--- src/rtl/decred_pkg.sv ---
// Shared definitions for the decred result collector: FSM encoding, the nonce
// base address default and an index-width helper that never returns zero.
package decred_pkg;

  typedef enum logic [1:0] {
    S_IDLE     = 2'd0,
    S_READ     = 2'd1,
    S_PUSH     = 2'd2,
    S_WAIT_CLR = 2'd3
  } state_e;

  localparam logic [5:0] NONCE_BASE_DEFAULT = 6'h20;

  // A single macro still needs a 1-bit index field.
  function automatic int idx_w(input int n);
    return (n <= 1) ? 1 : $clog2(n);
  endfunction

endpackage

--- src/rtl/decred_result_collector_if.sv ---
// Host-side result read port of the collector. RD_TSTAMP exists only when
// DECRED_RESULT_TIMESTAMP_EN is defined.
interface decred_result_collector_if #(
  parameter int NUM_MACROS  = 4,
  parameter int NONCE_BYTES = 4
);
  import decred_pkg::*;

  localparam int IW = idx_w(NUM_MACROS);

  // Handshake: RD_VALID is high while a head entry is present and RD_DATA/
  // RD_MACRO describe it; RD_POP sampled with RD_VALID=1 consumes that head at
  // the clock edge, RD_POP with RD_VALID=0 has no effect.
  logic                     RD_VALID;
  logic [8*NONCE_BYTES-1:0] RD_DATA;
  logic [IW-1:0]            RD_MACRO;
  logic                     RD_POP;
`ifdef DECRED_RESULT_TIMESTAMP_EN
  logic [15:0]              RD_TSTAMP;

  modport master (output RD_VALID, output RD_DATA, output RD_MACRO,
                  output RD_TSTAMP, input RD_POP);
  modport slave  (input RD_VALID, input RD_DATA, input RD_MACRO,
                  input RD_TSTAMP, output RD_POP);
`else
  modport master (output RD_VALID, output RD_DATA, output RD_MACRO, input RD_POP);
  modport slave  (input RD_VALID, input RD_DATA, input RD_MACRO, output RD_POP);
`endif

endinterface

--- src/rtl/decred_result_fifo.sv ---
// Synchronous FIFO with occupancy count and simultaneous push/pop; a push
// into a full FIFO is accepted only when a pop frees a slot in the same cycle.
module decred_result_fifo #(
  parameter int WIDTH = 8,
  parameter int DEPTH = 8
) (
  input  logic                   clk,
  input  logic                   rst,
  input  logic                   push,
  input  logic [WIDTH-1:0]       push_data,
  input  logic                   pop,
  output logic [WIDTH-1:0]       head_data,
  output logic [$clog2(DEPTH):0] count,
  output logic                   full,
  output logic                   empty
);
  localparam int AW = $clog2(DEPTH);
  localparam logic [AW:0] FULL_CNT = (AW+1)'(DEPTH);

  logic [WIDTH-1:0] mem_q [DEPTH];
  logic [WIDTH-1:0] mem_d [DEPTH];
  logic [AW-1:0]    wr_q, wr_d, rd_q, rd_d;
  logic [AW:0]      count_q, count_d;
  logic             do_push, do_pop;

  always_comb begin
    do_pop  = pop && (count_q != '0);
    do_push = push && ((count_q != FULL_CNT) || do_pop);
    mem_d   = mem_q;
    wr_d    = wr_q;
    rd_d    = rd_q;
    count_d = count_q;
    if (do_push) begin
      mem_d[wr_q] = push_data;
      wr_d        = wr_q + AW'(1);
    end
    if (do_pop) rd_d = rd_q + AW'(1);
    case ({do_push, do_pop})
      2'b10:   count_d = count_q + (AW+1)'(1);
      2'b01:   count_d = count_q - (AW+1)'(1);
      default: count_d = count_q;
    endcase
  end

  // Storage is cleared too so the head outputs read zero out of reset.
  always_ff @(posedge clk or posedge rst) begin
    if (rst) begin
      for (int i = 0; i < DEPTH; i++) mem_q[i] <= '0;
      wr_q    <= '0;
      rd_q    <= '0;
      count_q <= '0;
    end else begin
      mem_q   <= mem_d;
      wr_q    <= wr_d;
      rd_q    <= rd_d;
      count_q <= count_d;
    end
  end

  assign head_data = mem_q[rd_q];
  assign count     = count_q;
  assign full      = (count_q == FULL_CNT);
  assign empty     = (count_q == '0);

endmodule

--- src/rtl/decred_result_collector.sv ---
// Round-robin collector of hash-macro nonce results into a tagged FIFO with a
// level IRQ. Optional per-entry timestamps: DECRED_RESULT_TIMESTAMP_EN.
module decred_result_collector
  import decred_pkg::*;
#(
  parameter int         NUM_MACROS  = 4,
  parameter int         NONCE_BYTES = 4,
  parameter logic [5:0] NONCE_BASE  = NONCE_BASE_DEFAULT,
  parameter int         FIFO_DEPTH  = 8
) (
  input  logic                        M1_CLK,
  input  logic                        RST,
  input  logic                        ENABLE,
  input  logic [NUM_MACROS-1:0]       DATA_AVAILABLE,
  output logic [NUM_MACROS-1:0]       MACRO_RD_SELECT,
  output logic [5:0]                  HASH_ADDR,
  input  logic [7:0]                  DATA_FROM_HASH,
  decred_result_collector_if.master   rd,
  output logic [$clog2(FIFO_DEPTH):0] FIFO_COUNT,
  output logic                        OVERFLOW,
  input  logic                        CLEAR_OVF,
  output logic                        IRQ,
  output state_e                      dbg_state
);
  localparam int IW = idx_w(NUM_MACROS);
  localparam int KW = idx_w(NONCE_BYTES);
  localparam int NW = 8 * NONCE_BYTES;
`ifdef DECRED_RESULT_TIMESTAMP_EN
  localparam int EW = NW + IW + 16;
`else
  localparam int EW = NW + IW;
`endif

  state_e                  state_q, state_d;
  logic [IW-1:0]           grant_q, grant_d, last_q, last_d;
  logic [KW-1:0]           k_q, k_d;
  logic [NW-1:0]           nonce_q, nonce_d;
  logic [NUM_MACROS-1:0]   sel_q, sel_d;
  logic [5:0]              addr_q, addr_d;
  logic                    ovf_q, ovf_d;
  logic                    push;
  logic [EW-1:0]           push_data, fifo_head;
  logic                    fifo_full, fifo_empty;

  // First requesting index strictly after `last`, wrapping around.
  function automatic logic [IW-1:0] rr_pick(input logic [IW-1:0] last,
                                            input logic [NUM_MACROS-1:0] req);
    logic [IW-1:0] pick;
    logic          found;
    int            j;
    pick  = '0;
    found = 1'b0;
    for (int i = 1; i <= NUM_MACROS; i++) begin
      j = (int'(last) + i) % NUM_MACROS;
      if (!found && req[j]) begin
        pick  = IW'(j);
        found = 1'b1;
      end
    end
    return pick;
  endfunction

  function automatic logic [NUM_MACROS-1:0] onehot(input logic [IW-1:0] idx);
    logic [NUM_MACROS-1:0] v;
    v = '0;
    for (int i = 0; i < NUM_MACROS; i++) if (int'(idx) == i) v[i] = 1'b1;
    return v;
  endfunction

  always_comb begin
    state_d = state_q;
    grant_d = grant_q;
    last_d  = last_q;
    k_d     = k_q;
    nonce_d = nonce_q;
    sel_d   = '0;
    addr_d  = '0;
    push    = 1'b0;
    case (state_q)
      S_IDLE: begin
        if (ENABLE && (|DATA_AVAILABLE)) begin
          grant_d = rr_pick(last_q, DATA_AVAILABLE);
          last_d  = grant_d;
          k_d     = '0;
          sel_d   = onehot(grant_d);
          addr_d  = NONCE_BASE;
          state_d = S_READ;
        end
      end
      S_READ: begin
        nonce_d[int'(k_q)*8 +: 8] = DATA_FROM_HASH;
        if (k_q == KW'(NONCE_BYTES-1)) begin
          state_d = S_PUSH;
        end else begin
          k_d    = k_q + KW'(1);
          sel_d  = onehot(grant_q);
          addr_d = NONCE_BASE + 6'(k_q) + 6'd1;
        end
      end
      S_PUSH: begin
        push    = 1'b1;
        state_d = S_WAIT_CLR;
      end
      S_WAIT_CLR: begin
        // Holding here until the macro lowers its flag avoids re-reading it.
        if (!DATA_AVAILABLE[grant_q]) state_d = S_IDLE;
      end
      default: state_d = S_IDLE;
    endcase
  end

  // A pop in the same cycle frees the slot, so only an unpopped full push drops.
  always_comb begin
    ovf_d = ovf_q;
    if (CLEAR_OVF) ovf_d = 1'b0;
    if (push && fifo_full && !rd.RD_POP) ovf_d = 1'b1;
  end

  always_ff @(posedge M1_CLK or posedge RST) begin
    if (RST) begin
      state_q <= S_IDLE;
      grant_q <= '0;
      last_q  <= IW'(NUM_MACROS-1);
      k_q     <= '0;
      nonce_q <= '0;
      sel_q   <= '0;
      addr_q  <= '0;
      ovf_q   <= 1'b0;
    end else begin
      state_q <= state_d;
      grant_q <= grant_d;
      last_q  <= last_d;
      k_q     <= k_d;
      nonce_q <= nonce_d;
      sel_q   <= sel_d;
      addr_q  <= addr_d;
      ovf_q   <= ovf_d;
    end
  end

`ifdef DECRED_RESULT_TIMESTAMP_EN
  logic [15:0] ts_ctr_q, ts_ctr_d, ts_grant_q, ts_grant_d;

  always_comb begin
    ts_ctr_d   = ts_ctr_q + 16'd1;
    ts_grant_d = ts_grant_q;
    if (state_q == S_IDLE && state_d == S_READ) ts_grant_d = ts_ctr_q;
  end

  always_ff @(posedge M1_CLK or posedge RST) begin
    if (RST) begin
      ts_ctr_q   <= '0;
      ts_grant_q <= '0;
    end else begin
      ts_ctr_q   <= ts_ctr_d;
      ts_grant_q <= ts_grant_d;
    end
  end

  assign push_data    = {ts_grant_q, grant_q, nonce_q};
  assign rd.RD_TSTAMP = fifo_head[EW-1 -: 16];
`else
  assign push_data = {grant_q, nonce_q};
`endif

  decred_result_fifo #(
    .WIDTH (EW),
    .DEPTH (FIFO_DEPTH)
  ) u_fifo (
    .clk       (M1_CLK),
    .rst       (RST),
    .push      (push),
    .push_data (push_data),
    .pop       (rd.RD_POP),
    .head_data (fifo_head),
    .count     (FIFO_COUNT),
    .full      (fifo_full),
    .empty     (fifo_empty)
  );

  assign rd.RD_VALID      = !fifo_empty;
  assign rd.RD_DATA       = fifo_head[NW-1:0];
  assign rd.RD_MACRO      = fifo_head[NW+IW-1:NW];
  assign IRQ              = !fifo_empty;
  assign MACRO_RD_SELECT  = sel_q;
  assign HASH_ADDR        = addr_q;
  assign OVERFLOW         = ovf_q;
  assign dbg_state        = state_q;

endmodule
--- src/flat_wrapper.sv ---
// flat-port wrapper written by rule: the top's interface ports become plain ports
module decred_result_collector_flat import decred_pkg::*;
#(
  parameter int         NUM_MACROS  = 4,
  parameter int         NONCE_BYTES = 4,
  parameter logic [5:0] NONCE_BASE  = NONCE_BASE_DEFAULT,
  parameter int         FIFO_DEPTH  = 8
)
  (M1_CLK, RST, ENABLE, DATA_AVAILABLE, MACRO_RD_SELECT, HASH_ADDR, DATA_FROM_HASH, FIFO_COUNT, OVERFLOW, CLEAR_OVF, IRQ, dbg_state, rd_RD_VALID, rd_RD_DATA, rd_RD_MACRO, rd_RD_POP);
  decred_result_collector_if #(.NUM_MACROS(NUM_MACROS), .NONCE_BYTES(NONCE_BYTES)) rd_i ();
  input  logic M1_CLK;
  input  logic RST;
  input  logic ENABLE;
  input  logic [NUM_MACROS-1:0] DATA_AVAILABLE;
  output logic [NUM_MACROS-1:0] MACRO_RD_SELECT;
  output logic [5:0] HASH_ADDR;
  input  logic [7:0] DATA_FROM_HASH;
  output logic [$clog2(FIFO_DEPTH):0] FIFO_COUNT;
  output logic OVERFLOW;
  input  logic CLEAR_OVF;
  output logic IRQ;
  output state_e dbg_state;
  output wire logic [$bits(rd_i.RD_VALID)-1:0] rd_RD_VALID;
  output wire logic [$bits(rd_i.RD_DATA)-1:0] rd_RD_DATA;
  output wire logic [$bits(rd_i.RD_MACRO)-1:0] rd_RD_MACRO;
  input wire logic [$bits(rd_i.RD_POP)-1:0] rd_RD_POP;
  assign rd_RD_VALID = rd_i.RD_VALID;
  assign rd_RD_DATA = rd_i.RD_DATA;
  assign rd_RD_MACRO = rd_i.RD_MACRO;
  assign rd_i.RD_POP = rd_RD_POP;
  decred_result_collector #(.NUM_MACROS(NUM_MACROS), .NONCE_BYTES(NONCE_BYTES), .NONCE_BASE(NONCE_BASE), .FIFO_DEPTH(FIFO_DEPTH)) u_core (.M1_CLK(M1_CLK), .RST(RST), .ENABLE(ENABLE), .DATA_AVAILABLE(DATA_AVAILABLE), .MACRO_RD_SELECT(MACRO_RD_SELECT), .HASH_ADDR(HASH_ADDR), .DATA_FROM_HASH(DATA_FROM_HASH), .rd(rd_i), .FIFO_COUNT(FIFO_COUNT), .OVERFLOW(OVERFLOW), .CLEAR_OVF(CLEAR_OVF), .IRQ(IRQ), .dbg_state(dbg_state));
endmodule
--- config.mk ---
export PLATFORM = sky130hd
export DESIGN_NAME = decred_result_collector_flat
export DESIGN_NICKNAME = d
export VERILOG_FILES = /design/src/rtl/decred_pkg.sv /design/src/rtl/decred_result_collector_if.sv /design/src/rtl/decred_result_fifo.sv /design/src/rtl/decred_result_collector.sv /design/src/flat_wrapper.sv
export SDC_FILE = /design/constraint.sdc
export NUM_CORES = 1
export LEC_CHECK = 0
export BUFFER_PORTS_ARGS = -buffer_cell sky130_fd_sc_hd__buf_2
export CAP_MARGIN = 15
export CORE_AREA = 8 8 236 238
export DETAILED_ROUTE_END_ITERATION = 8
export DIE_AREA = 0 0 244 246
export PLACE_DENSITY = 0.5
export RECOVER_POWER = 100
export SLEW_MARGIN = 25
export SYNTH_ARGS = -nofsm -noshare
export SYNTH_HDL_FRONTEND = slang
export SYNTH_SLANG_ARGS = --single-unit
--- constraint.sdc ---
create_clock -name M1_CLK -period 24.4 [get_ports M1_CLK]
set_clock_uncertainty 0.2 [all_clocks]
set_input_delay 1.22 -clock M1_CLK [delete_from_list [all_inputs] [get_ports M1_CLK]]
set_output_delay 1.22 -clock M1_CLK [all_outputs]
set_load 0.01 [all_outputs]
# == After elaboration in Yosys (flattened, before gate mapping) ==
# Index checks and enable logic that the tools add are counted.
# op_classes
order_cmp,8
bitwise,6
muxes,61
shifts,2
n_eq_ne,18
n_reduce_logical,31
addsub,12
# ops
cell,n
$bwmux 272,1
$bmux 34 s3,1
$demux 34 s3,1
$mux 34,3
$neg 5->33,1
$shift 8x33->32 const A,1
$shiftx 8x33->32,1
$bwmux 32,1
$mux 1,29
$mux 2,11
$eq 2x2->1 const B,8
$lt 3x4->1 const B,4
$pmux 4 s2,2
$mux 6,2
$pmux 6 s2,1
$bmux 1 s2,5
$logic_and 1x1->1,9
$eq 2x1->1 const B,4
$ge 4x4->1 const B,2
$mux 4,2
$not 3->4,2
$pmux 2 s4,1
$reduce_or 2->1,4
$add 2x1->2 const B,3
23 further kinds,39
# word_totals
out_inout_bits,53
elab_cells,157
in_bits,17
ff_bits,333

# == Logic depth before layout (Yosys ltp) ==
# logic_depth
ltp_word,28
depth_mapped,12
depth_no_buf,11

# == Cells and area by module ==
# Synthesis repeated with hierarchy kept, for this count alone.
# unflattened
cells_unflattened,931
hier_area_um2,15162.0
# by_module_without_submodules
module,cells_per_inst,area_per_inst_um2,instances,seq_area_each_um2
decred_result_fifo,764,13031.2,1,7056.8
decred_result_collector,167,2130.8,1,1203.7

# == Worst setup path before layout ==
# No wires, ideal clock.
# synth_timing
kind,flip-flop to output port
start,register u_core.u_fifo.rd_q[0]
end,output port rd_RD_DATA[14]
path_stages_with_launch,6
arrival_ps,1952
setup_slack_ps,21028
path_buffers,3
required_ps,22980
path_cell_list,dfrtp_1 clkbuf_1 buf_2 buf_2 mux4_2 mux2_2
# synth_via
elab_chain_len,4
# synth_lines
item,line,rtl
from (decl),decred_result_fifo.sv:22,"logic [AW-1:0] wr_q, wr_d, rd_q, rd_d;"
from (signal assigned),decred_result_fifo.sv:55,rd_q <= rd_d;
$not 3->4 (not written as such),decred_result_fifo.sv:60,assign head_data = mem_q[rd_q];
$bmux 34 s3,decred_result_fifo.sv:60,
$mux 34 (not written as such) (2 in series),decred_result_fifo.sv:60,
to (decl),flat_wrapper.sv:24,output wire logic [$bits(rd_i.RD_DATA)-1:0] rd_RD_DATA;
# Every way passes these cells. The select of a mux whose other input is x is not followed.

==> key figures <==
Outcome
  • Result of the run: finished, violations left
  • Violated checks: capacitance limit, slew limit

GRT
  • Number of antenna violations at the first check in global routing: 0
  • Wire length of the first global-routing pass: 56.7 mm
  • Global-route usage over all layers: 0.122
  • Maximum number of pins on one net before global-route repair: 163
  • Global-route congestion overflow total: 0
  • Vias in the first global route: 8873

Cells and area
  • Proportion of layout cells with a drive suffix above 1: 0.423
  • Sequential standard cell area: 8260 µm²
  • Ant diodes: 0
  • Total area of multi-input combinational cells: 6140 µm²
  • Final design utilization: 0.323
  • Synthesis-to-layout area growth: 13.2%
  • Layout filler cell count: 5120
  • Layout net count: 1017

Power and ir drop
  • Leakage power figure: 7.96 nW
  • Worst IR drop on VDD: 0.0000520 V
  • Net Switching: 0.000703 W
  • Relative contribution of combinational cells to total power: 0.306
  • Pwr dens: 128 nW/µm²
  • Part of the power in the clock network: 0.253
  • Switching Share: 0.327
  • Power share of the sequential group: 0.441
  • Internal Power: 0.00145 W

Timing
  • Final Slew Violations: 692
  • Sum of negative setup slack: 0 ps
  • Count of final setup violators: 0
  • Tightest Pin Transition: 8660 ps
  • Setup repair after global routing missed its margin: no
  • Worst max-slew margin expressed relative to the limit: -4.77
  • Final worst-path cycle share: 0.486
  • Post-layout min period: 11860 ps
  • Endpoints failing hold: 0
  • Timing-limited maximum frequency: 84.3 MHz
  • Worst hold slack after final layout: 290 ps
  • Least setup slack across all paths after layout: 12540 ps

Synth
  • Gate count of the mapped netlist: 923
  • Cells taking the most area after synthesis: sky130_fd_sc_hd__dfrtp_1, sky130_fd_sc_hd__mux2_2, sky130_fd_sc_hd__mux4_2
  • Leading cell types by count after synthesis: sky130_fd_sc_hd__dfrtp_1, sky130_fd_sc_hd__mux2_2, sky130_fd_sc_hd__mux4_2, sky130_fd_sc_hd__a22o_1, sky130_fd_sc_hd__mux2_4
  • Mapped Avg Cell Area: 16.1 µm²
  • Post-Synthesis Cell Area: 14900 µm²
  • Unique cell type count in the Yosys netlist: 54
  • Top-area cell type share of the netlist area: 0.552
  • Count of flip-flops with a built-in enable after synthesis: 0
  • Post-synthesis sequential area ratio: 0.556
  • Dominant cell by count in the synthesized netlist: sky130_fd_sc_hd__dfrtp_1
  • Count of warnings emitted by yosys: 0
  • Share of async-settable or async-resettable flops after synthesis: 1.00
  • Post-synth top area cell: sky130_fd_sc_hd__dfrtp_1
  • Most used DFF post-synth: sky130_fd_sc_hd__dfrtp_1
  • Flop and latch count out of synthesis: 330

Min path
  • Hold/Removal Path Class: reg2reg

Worst setup path
  • Worst Path Arrival: 10110 ps
  • Worst setup path category: in2async
  • Kind of launch point of the worst setup path: primary input
  • CP Data Required Time: 22650 ps
  • Worst-path fanout max: 162
  • Crit end category: async pin
  • Setup slack on the worst flop-to-flop path: 19760 ps

Floorplanning
  • I/O pin cnt: 70
  • Die width: 244 µm
  • Die span in y: 246 µm
  • Cell Rows: 84
  • Area of the die: 60000 µm²
  • CORE AREA: 52000 µm²
  • Starting utilization of the core area: 0.286

Place
  • Port Buf Inserts: 66
  • Final Wtd Congestion: 0.699
  • DPL Wire Length: 21.3 mm
  • Post-placement setup slack: 20060 ps

CTS
  • Clock slew seen by the registers of the worst setup and hold paths: 60 ps
  • Number of buffers inserted for hold repair after clock tree synthesis: 0
  • Clk Latency, worst-skew pair: 520 ps
  • Number of buffers created by CTS: 37
  • Post-CTS resize count: 0
  • Sink Count: 330
  • CTS H-Tree Depth: 2
  • Post-CTS Setup Inserts: 0
  • Clock tree from TritonCTS: built
  • Clk buf depth: 3
  • Clock tree root buffer cell: sky130_fd_sc_hd__clkbuf_16

Route
  • Routed vias: 8097
  • Ratio of routed vias to standard cells: 4.77
  • Detailed Routing Iterations Pass 1: 4
  • DR DRC count: 0
  • Count of nets left with antenna violations after detail routing: 0
  • Final WL: 36.2 mm
  • Avg WL per Cell: 21.3 µm
  • Drt initial violations: 401

Job
  • Max Cap Violations: 16
[per-layer routing]
layer	global-route usage	vias to the layer above	share of wire
li1	-	3575	-
met1	0.172	4369	0.49
met2	0.193	103	0.46
met3	0.0208	50	0.030
met4	0.0293	0	0.018
met5	0	-	0
[cell usage in the layout, fill, tap and decap left out, types with 3 or more instances in the layout]
| master | count |
|---|---|
| sky130_fd_sc_hd__clkbuf_8 | 11 |
| sky130_fd_sc_hd__buf_2 | 25 |
| sky130_fd_sc_hd__nor2b_1 | 4 |
| sky130_fd_sc_hd__nor2_1 | 9 |
| sky130_fd_sc_hd__nand2_1 | 14 |
| sky130_fd_sc_hd__inv_1 | 8 |
| sky130_fd_sc_hd__nand2b_1 | 5 |
| sky130_fd_sc_hd__xor2_1 | 3 |
| sky130_fd_sc_hd__clkbuf_1 | 62 |
| sky130_fd_sc_hd__clkbuf_16 | 37 |
| sky130_fd_sc_hd__clkinv_2 | 10 |
| sky130_fd_sc_hd__dfrtp_1 | 327 |
| sky130_fd_sc_hd__nand4b_1 | 3 |
| sky130_fd_sc_hd__nand3_1 | 5 |
| sky130_fd_sc_hd__mux2i_1 | 3 |
| sky130_fd_sc_hd__a22o_1 | 32 |
| sky130_fd_sc_hd__ha_1 | 15 |
| sky130_fd_sc_hd__conb_1 | 3 |
| sky130_fd_sc_hd__xnor2_1 | 6 |
| sky130_fd_sc_hd__mux2_2 | 266 |
| sky130_fd_sc_hd__mux4_2 | 68 |
| sky130_fd_sc_hd__mux2_1 | 45 |
| sky130_fd_sc_hd__o21ai_0 | 5 |
[sequential cells by signal (all words and copies together), names as in the netlist, 3 cells and up]
register                flops
u_core.u_fifo.mem_q       272
u_core.u_fifo.count         4
u_core.nonce_q             32
u_core.u_fifo.wr_q          3
u_core.HASH_ADDR            3
u_core.u_fifo.rd_q          3
u_core.MACRO_RD_SELECT      4
[power by group through the flow]
stage / Sequential (W) / Clock, W / Combinational [W]
6_report: 0.000949 / 0.000545 / 0.000659
3_5_place_dp: 0.000978 / 0 / 0.000681
3_3_place_gp: 0.000989 / 0 / 0.000655
5_1_grt: 0.000984 / 0.000585 / 0.000723
4_1_cts: 0.000971 / 0.000563 / 0.000682
2_1_floorplan: 0.000862 / 0 / 0.000560
[per-stage QoR]
step,power [W],instance area [µm²],std cells
final,0.00215,16800,1699
after global routing,0.00229,16800,1699
after CTS,0.00222,17100,1698
after detailed placement,0.00166,15900,1633
after global placement,0.00164,15900,1632
after floorplan,0.00142,14900,925
[final timing paths]
path                                                       from                                   end  cells past startpoint
setup / recovery                                            RST   u_core.MACRO_RD_SELECT[1]$_DFF_PP0_                      3
hold reg to reg            u_core.u_fifo.mem_q[173]$_DFFE_PP0P_  u_core.u_fifo.mem_q[173]$_DFFE_PP0P_                      1
hold / removal             u_core.u_fifo.mem_q[173]$_DFFE_PP0P_  u_core.u_fifo.mem_q[173]$_DFFE_PP0P_                      1
max in group M1_CLK           u_core.u_fifo.rd_q[0]$_DFFE_PP0P_                         rd_RD_DATA[2]                      5
min in group asynchronous                                   RST  u_core.u_fifo.mem_q[124]$_DFFE_PP0P_                      2
setup reg to reg             u_core.u_fifo.count[0]$_DFFE_PP0P_  u_core.u_fifo.mem_q[133]$_DFFE_PP0P_                      6
[cells by family (layout without fill, tap and decap cells)]
| logic type | Yosys count | in the layout | synth area share |
|---|---|---|---|
| flip-flops | 330 | 330 | 0.556 |
| adder cells (fa/ha/maj) | 15 | 15 | 0.0126 |
| XOR/XNOR | 9 | 9 | 0.00530 |
| AO/OA/AOI/OAI | 55 | 55 | 0.0300 |
| AND/OR/NAND/NOR | 60 | 60 | 0.0238 |
| other | 1 | 3 | 0.000252 |
| multiplexers | 382 | 382 | 0.348 |
| buffers and inverters | 71 | 157 | 0.0242 |
[layout make-up]
class | instances | share of cell area
multi-input cells | 524 | 0.365
well taps | 688 | 0.0512
clock buffers | 54 | 0.0654
inverters | 9 | 0.00208
repair buffers | 83 | 0.0208
flip-flops and latches | 330 | 0.491
clock inverters | 11 | 0.00476
[critical path, cell delays in order]
cell                         delay [ps]
sky130_fd_sc_hd__buf_2              100
sky130_fd_sc_hd__clkinvlp_2        2390
sky130_fd_sc_hd__clkbuf_1          6200
No activity file was read; power rests on OpenSTA's default activity.
